===== src/rtl/lei_cfg_loader.sv =====
// lei_cfg_loader
//   Configuration sequencer for one LEI switch block. 3-bit source-select
//   slots arrive over a valid/ready handshake, are assembled in a shadow
//   register and committed atomically to config_data, so the interconnect
//   never sees a partially written configuration.
//
//   Slot k is input j = k % LE_INPUTS of LE i = k / LE_INPUTS
//   (LE 0=0A, 1=0B, 2=1A, 3=1B). Slot values 0-3 select a source, 4-7
//   leave the input undriven.
//
//   Optional feature macro: LEI_CFG_READBACK_EN adds rd_idx/rd_data, a
//   registered (1-cycle) readback of the active configuration.
//
// Ports
//   clk         in   clock, rising edge
//   nrst        in   asynchronous active-low reset
//   en          in   block enable; FSM, counter and shadow hold when low
//   start       in   pulse: begin (or restart) a load sequence
//   abort       in   pulse: cancel an in-progress load (wins over start)
//   s_valid     in   slot beat valid
//   s_data      in   slot value [2:0]
//   s_ready     out  slot beat accepted when s_valid && s_ready
//   config_data out  active configuration, [j][i] = input j of LE i
//   busy        out  high in LOAD or COMMIT
//   done        out  one-cycle pulse during COMMIT
//   rd_idx      in   readback slot index (macro only)
//   rd_data     out  readback value (macro only)

module lei_cfg_loader #(
  parameter  int LE_INPUTS = 4,
  localparam int NSLOT     = 4 * LE_INPUTS,
  localparam int IDXW      = $clog2(NSLOT)
) (
  input  logic                             clk,
  input  logic                             nrst,
  input  logic                             en,
  input  logic                             start,
  input  logic                             abort,
  input  logic                             s_valid,
  input  logic [2:0]                       s_data,
  output logic                             s_ready,
  output logic [LE_INPUTS-1:0][3:0][2:0]   config_data,
  output logic                             busy,
  output logic                             done
`ifdef LEI_CFG_READBACK_EN
  ,
  input  logic [IDXW-1:0]                  rd_idx,
  output logic [2:0]                       rd_data
`endif
);

  localparam logic [1:0] ST_IDLE   = 2'd0;
  localparam logic [1:0] ST_LOAD   = 2'd1;
  localparam logic [1:0] ST_COMMIT = 2'd2;

  localparam logic [IDXW-1:0] LAST_SLOT = IDXW'(NSLOT - 1);

  logic [1:0]             state;
  logic [IDXW-1:0]        slot_cnt;
  // Both registers are indexed by slot number k; config_data is a
  // transposed view of active.
  logic [NSLOT-1:0][2:0]  shadow;
  logic [NSLOT-1:0][2:0]  active;

  // A start or abort in LOAD blocks the beat of that same cycle.
  always_comb begin
    s_ready = (state == ST_LOAD) && en && !abort && !start;
    busy    = (state != ST_IDLE);
    done    = (state == ST_COMMIT);
  end

  always_ff @(posedge clk or negedge nrst) begin
    if (!nrst) begin
      state    <= ST_IDLE;
      slot_cnt <= '0;
      shadow   <= '1;
      active   <= '1;
    end else begin
      case (state)
        ST_IDLE: begin
          if (start && en && !abort) begin
            state    <= ST_LOAD;
            slot_cnt <= '0;
          end
        end
        ST_LOAD: begin
          if (en) begin
            if (abort) begin
              state  <= ST_IDLE;
              shadow <= '1;
            end else if (start) begin
              slot_cnt <= '0;
            end else if (s_valid) begin
              shadow[slot_cnt] <= s_data;
              // Counter parks on the last slot; it is cleared on LOAD entry.
              if (slot_cnt == LAST_SLOT) begin
                state <= ST_COMMIT;
              end else begin
                slot_cnt <= slot_cnt + 1'b1;
              end
            end
          end
        end
        ST_COMMIT: begin
          active <= shadow;
          state  <= ST_IDLE;
        end
        default: state <= ST_IDLE;
      endcase
    end
  end

  for (genvar gi = 0; gi < 4; gi++) begin : g_le
    for (genvar gj = 0; gj < LE_INPUTS; gj++) begin : g_in
      assign config_data[gj][gi] = active[gi*LE_INPUTS + gj];
    end
  end

`ifdef LEI_CFG_READBACK_EN
  localparam logic [IDXW:0] NSLOT_W = (IDXW+1)'(NSLOT);

  always_ff @(posedge clk or negedge nrst) begin
    if (!nrst) begin
      rd_data <= '0;
    end else if ({1'b0, rd_idx} < NSLOT_W) begin
      rd_data <= active[rd_idx];
    end else begin
      rd_data <= 3'b111;
    end
  end
`endif

endmodule

===== config.mk =====
export PLATFORM = sky130hd
export DESIGN_NAME = lei_cfg_loader
export DESIGN_NICKNAME = d
export VERILOG_FILES = /design/src/rtl/lei_cfg_loader.sv
export SDC_FILE = /design/constraint.sdc
export NUM_CORES = 1
export LEC_CHECK = 0
export BUFFER_PORTS_ARGS = -buffer_cell sky130_fd_sc_hd__buf_2
export CAP_MARGIN = 15
export CORE_UTILIZATION = 58
export CTS_CLUSTER_DIAMETER = 120
export DETAILED_ROUTE_END_ITERATION = 10
export GPL_TIMING_DRIVEN = 0
export PLACE_DENSITY = 0.79
export REMOVE_ABC_BUFFERS = 1
export SLEW_MARGIN = 5
export SYNTH_ARGS = -nofsm -noshare
export SYNTH_HDL_FRONTEND = slang
export SYNTH_SLANG_ARGS = --single-unit

===== constraint.sdc =====
create_clock -name clk -period 1.9 [get_ports clk]
set_input_delay 0.095 -clock clk [delete_from_list [all_inputs] [get_ports clk]]
set_output_delay 0.095 -clock clk [all_outputs]
set_load 0.005 [all_outputs]

======== After elaboration in Yosys (flattened, before gate mapping) ========
Index checks and enable logic that the tools add are counted.
storage, ports and cells
  bits in registers ....................... 102
  input bits .............................. 9
  output and inout bits ................... 51
  word-level logic and storage cells ...... 84
operators by class
  $add $sub $neg .......................... 1
  $lt $le $gt $ge ......................... 2
  equality and inequality tests ........... 12
  multiplexer cells ....................... 20
  reduce and logical (&&, ||, !) cells .... 15
operators by type and width
  cell                                                         number
  2-to-1 mux 48 bit                                            3
  bitwise mux 48 bit                                           1
  2-to-1 mux 4 bit                                             6
  demux 3 bit (select 4 bit)                                   1
  2-to-1 mux 2 bit                                             6
  != test 3 bit (second input constant)                        4
  case mux 4 bit (2 select lines)                              1
  logical AND 1 bit                                            6
  != test 2 bit (second input constant)                        3
  AND reduction 6 bit                                          1
  nonzero test 2 bit                                           3
  less-than comparator 4 x 5 -> 1 bit (second input constant)  1
  AND reduction 5 bit                                          1
  adder 4 x 1 -> 4 bit (second input constant)                 1
  equality test 4 bit (second input constant)                  1
  >= comparator 4 x 1 -> 1 bit (second input constant)         1
  case mux 2 bit (2 select lines)                              1
  AND reduction 4 bit                                          1
  2-to-1 mux 3 bit                                             1
  != test 3 x 2 -> 1 bit (second input constant)               1
  equality test 2 x 1 -> 1 bit (second input constant)         1
  equality test 2 bit (second input constant)                  1
  logical NOT 1 bit                                            2
  logical NOT 2 bit                                            1
  != test 2 x 1 -> 1 bit (second input constant)               1

======== Longest topological paths before layout ========
  depth in word-level cells ............... 8
  gate-level depth with buffers ........... 6
  depth with buffers taken out ............ 5

======== Least setup slack after synthesis ========
No wires, ideal clock.
  path type ............................... reg-to-reg
  start point ............................. register slot_cnt[0]
  end point ............................... register shadow[8] (netlist name)
  data arrival time ....................... 1.397 ns
  data required time ...................... 1.812 ns
  slack ................................... 0.415 ns
  cell stages (with the launch flop) ...... 6
  buffers on the path ..................... 0
  clock period less this slack ............ 1.485 ns
  path through ............................ dfrtp_1 > inv_1 > ha_1 > or3b_1 > nor4_1 > a211oi_1
between the ends
  longest elaborated chain between the ends .. 8
  elaborated cells on any way between the ends .. 9
RTL lines
  item                                                                                                              line  RTL
  start, declared                                                                                                   59    logic [IDXW-1:0] slot_cnt;
  start signal, assigned                                                                                            99    slot_cnt <= slot_cnt + 1'b1;
  less-than comparator 4 x 5 -> 1 bit (not written as such) / >= comparator 4 x 1 -> 1 bit (equally long branches)  94    shadow[slot_cnt] <= s_data;
  logical AND 1 bit (not written as such)                                                                           94
  2-to-1 mux 3 bit (not written as such)                                                                            94
  demux 3 bit (select 4 bit) (*)                                                                                    94
  bitwise mux 48 bit (*)                                                                                            94
  2-to-1 mux 48 bit (*)                                                                                             93    end else if (s_valid) begin
  2-to-1 mux 48 bit (*)                                                                                             91    end else if (start) begin
  2-to-1 mux 48 bit (*)                                                                                             88    if (abort) begin
  end signal, assigned by index                                                                                     94
  end, declared                                                                                                     62    logic [NSLOT-1:0][2:0] shadow;
Mark *: on every way between the ends. The rest lies on a longest branch, timed or not. The select of a mux whose other input is x is not followed.
A chain may end at the register's enable or synchronous reset.

======== Worst setup path after layout ========
  start point ............................. register state[1]
  end point ............................... register shadow[4] (netlist name)
between the ends
  longest elaborated chain between the ends .. 2
RTL lines
  item                                  line  RTL
  start, declared                       58    logic [1:0] state;
  start signal, assigned                74    state <= ST_IDLE;
  start signal, assigned                82    state <= ST_LOAD;
  start signal, assigned                89    state <= ST_IDLE;
  equality test 2 x 1 -> 1 bit          79    case (state)
  AND reduction 4 bit (no source line)  n/a
Every way passes these cells.

==> impl_metrics.env <==
export IMPL_status="complete, no violations"
export IMPL_clock_root_buffer="clkbuf_8"
export IMPL_min_path_type="primary input to flip-flop"
export IMPL_reg2reg_to="shadow[4]$_DFFE_PN1P_"
export IMPL_use_met1_pct=33.4
export IMPL_end_kind="flip-flop"
export IMPL_core_area_um2=8680
export IMPL_dpl_cell_area_um2=5450
export IMPL_dp_slack_ns=0.0429
export IMPL_drt_iter0_markers=262
export IMPL_fin_crit_sh_pct=94.0
export IMPL_worstMarginPinSlew_ns=0.877
export IMPL_grt_busiest_layer="met2"
export IMPL_vias=3887
export IMPL_drc=0
export IMPL_ys_ff_latch=102
export IMPL_synth_area_leaders="dfstp_2 49%, a211oi_1 5.5%, nor4_1 4.6%, nor3_1 4.5%, o21ai_0 4.3%"
export IMPL_yosys_warnings=0
export IMPL_nNetsFinal=555
export IMPL_drtPass1Iterations=4
export IMPL_regToRegStartpoint="state[1]$_DFFE_PN0P_"
export IMPL_grt_max_degree=96
export IMPL_synth_seq_area_share_pct=51.7
export IMPL_syn_avg_cell_area_um2=10.1
export IMPL_gp_congestion=0.793
export IMPL_syn_inst=510
export IMPL_rrSetupSlack_ns=0.11
export IMPL_ir_drop_mv=0.452
export IMPL_total_leakage_power_nw=2.16
export IMPL_grt_pass1_vias=3579
export IMPL_fin_cells=654
export IMPL_synthArstFlopShare_pct=100
export IMPL_tritoncts="built"
export IMPL_die_area_um2=9300
export IMPL_dp_cells=636
export IMPL_arrival_ns=2.05
export IMPL_synthFlopType="dfstp_2"
export IMPL_place_hpwl_um=6420
export IMPL_cts_sinks=102
export IMPL_track_usage_pct=24.5
export IMPL_rsz0062_at_grt="false"
export IMPL_insertedDiodeCount=0
export IMPL_p_per_area_nw_per_um2=893
export IMPL_grt_use_met2_pct=39.7
export IMPL_fin_skew_ns=0.00699
export IMPL_post_synth_top_area_fraction_pct=48.8
export IMPL_yosysMostFrequentCell="dfstp_2"
export IMPL_netlist_top_cells_count="96 x dfstp_2, 52 x inv_1, 48 x nand2_1"
export IMPL_final_cell_area_um2=5720
export IMPL_hold_end="shadow[47]$_DFFE_PN1P_"
export IMPL_synth_cell_types=43
export IMPL_io_pins=60
export IMPL_drt_total_wl_um=10700
export IMPL_clkSlewWorstSetupHoldPaths_ns=0.09
export IMPL_start_util_pct=59.6
export IMPL_viasPerCell=5.94
export IMPL_numPortBuffers=59
export IMPL_cap_violations=0
export IMPL_rows=34
export IMPL_grt_first_pass_wirelength_um=17400
export IMPL_clk_path_buf_depth=2
export IMPL_clk_latency_ns=0.36
export IMPL_whs_ns=0.0169
export IMPL_fin_crit_ns=1.79
export IMPL_setup_viol=0
export IMPL_path_class="flip-flop to flip-flop"
export IMPL_r2r_cells=4
export IMPL_slew_viol_final=0
export IMPL_synth_top_area_cell="dfstp_2"
export IMPL_cp_max_fo=25
export IMPL_overflow=0
export IMPL_ant_nets=0
export IMPL_setup_ws_ns=0.115
export IMPL_max_slew_margin_pct=41.5
export IMPL_syn_area_um2=5170
export IMPL_drive_gt1_share_pct=37.9
export IMPL_wire_per_inst_um=16.4
export IMPL_synth_edf_count=0
export IMPL_use_met3_pct=5.56
export IMPL_die_w_um=96.4
export IMPL_fillerInstances=694
export IMPL_cp_data_required_time_ns=2.17
export IMPL_die_height_um=96.4
export IMPL_cts_htree_levels=3
export IMPL_min_from="s_data[2]"
export IMPL_finalHoldViolations=0
export IMPL_critical_path_startpoint_type="flip-flop"
export IMPL_cts_buffers=9
export IMPL_fmax_mhz=560
export IMPL_hold_depth=3
export IMPL_antenna_found_initial=0
export IMPL_area_delta_synth_final_pct=10.6
export IMPL_final_util_pct=65.9
[worst max path at each step]
stage	start	to	slack (ns)
3_3_place_gp	state[0]$_DFFE_PN0P_	config_data[27]$_DFFE_PN1P_	-1.32
4_1_cts	state[1]$_DFFE_PN0P_	shadow[11]$_DFFE_PN1P_	0.02
6_report	state[1]$_DFFE_PN0P_	shadow[4]$_DFFE_PN1P_	0.11
3_5_place_dp	state[0]$_DFFE_PN0P_	shadow[11]$_DFFE_PN1P_	0.04
2_1_floorplan	state[0]$_DFFE_PN0P_	config_data[19]$_DFFE_PN1P_	-0.57
5_1_grt	state[0]$_DFFE_PN0P_	done	0.009
[cell type report]
cell class	instances	area [um2]	share of cell area (%)
timing repair buffer	65	430	7.52
multi-input combinational	312	2060	36.0
tap	108	135	2.36
inverter	52	195	3.41
sequential	102	2680	46.8
clock buffer	12	155	2.71
clock inverter	3	67.6	1.18
[through the flow]
step	TNS (ns)	power (mW)
after floorplan	-27.58	3.28
after global placement	-94.72	3.52
after detailed placement	0	3.61
after CTS	0	5.15
after global routing	0	5.37
final	0	5.11
[registers in the layout, summed over array words and instances (netlist names)]
signal	cells
config_data	48
shadow	48
slot_cnt	4
state	2
[logic make-up (layout without fill, tap and decap cells)]
logic type / count (synthesis) / count (layout) / share of synthesized area (%)
AOI/OAI and AO/OA: 108 / 108 / 14.5
adders and majority gates: 4 / 4 / 0.968
buffers and inverters: 97 / 132 / 9.12
DFF: 102 / 102 / 51.7
muxes: 3 / 3 / 0.581
and+or+nand+nor: 196 / 197 / 23.2
[critical path: stages, from the launching register on]
cell and delay [ns]:
dfrtp_2 0.52, and2b_2 0.33, o211ai_4 0.28, buf_16 0.27, a211oi_1 0.28
[layer usage]
metal,wire (um),vias to the layer above,part of all wire (%)
li1,-,1892,-
met1,4970,1881,46
met2,5170,105,48
met3,491,9,4.6
met4,95,0,0.89
met5,0,-,0
[cell usage in the layout (no fill, tap or decap), types with 3 or more instances in the layout]
cell type,instances
a211oi_1,38
a211oi_2,8
a31oi_1,4
and3_1,5
and3b_1,8
buf_16,4
buf_2,57
clkbuf_8,11
dfrtp_2,4
dfstp_2,96
ha_1,3
inv_1,52
mux2i_1,3
nand2_1,48
nand2b_1,3
nand3_1,4
nand3b_1,8
nand4bb_4,3
nor2_1,4
nor3_1,47
nor3b_1,5
nor4_1,38
nor4_2,8
o21ai_0,44
o21ai_1,6
or3b_1,4
[power breakdown]
| group | switching [mW] | internal, mW | total [mW] |
|---|---|---|---|
| Clock | 0.710 | 0.808 | 1.52 |
| Combinational | 0.542 | 0.344 | 0.885 |
| Sequential | 0.185 | 2.52 | 2.71 |
[what timing repair did]
action	CTS	global route
hold buffers	2	0
pin swaps	0	0
cloned	1	0
endpoints found under the hold margin	2	0
setup endpoints to repair	1	74
buffers inserted	0	0
gates resized for setup	2	4
No activity file was read; power rests on OpenSTA's default activity.
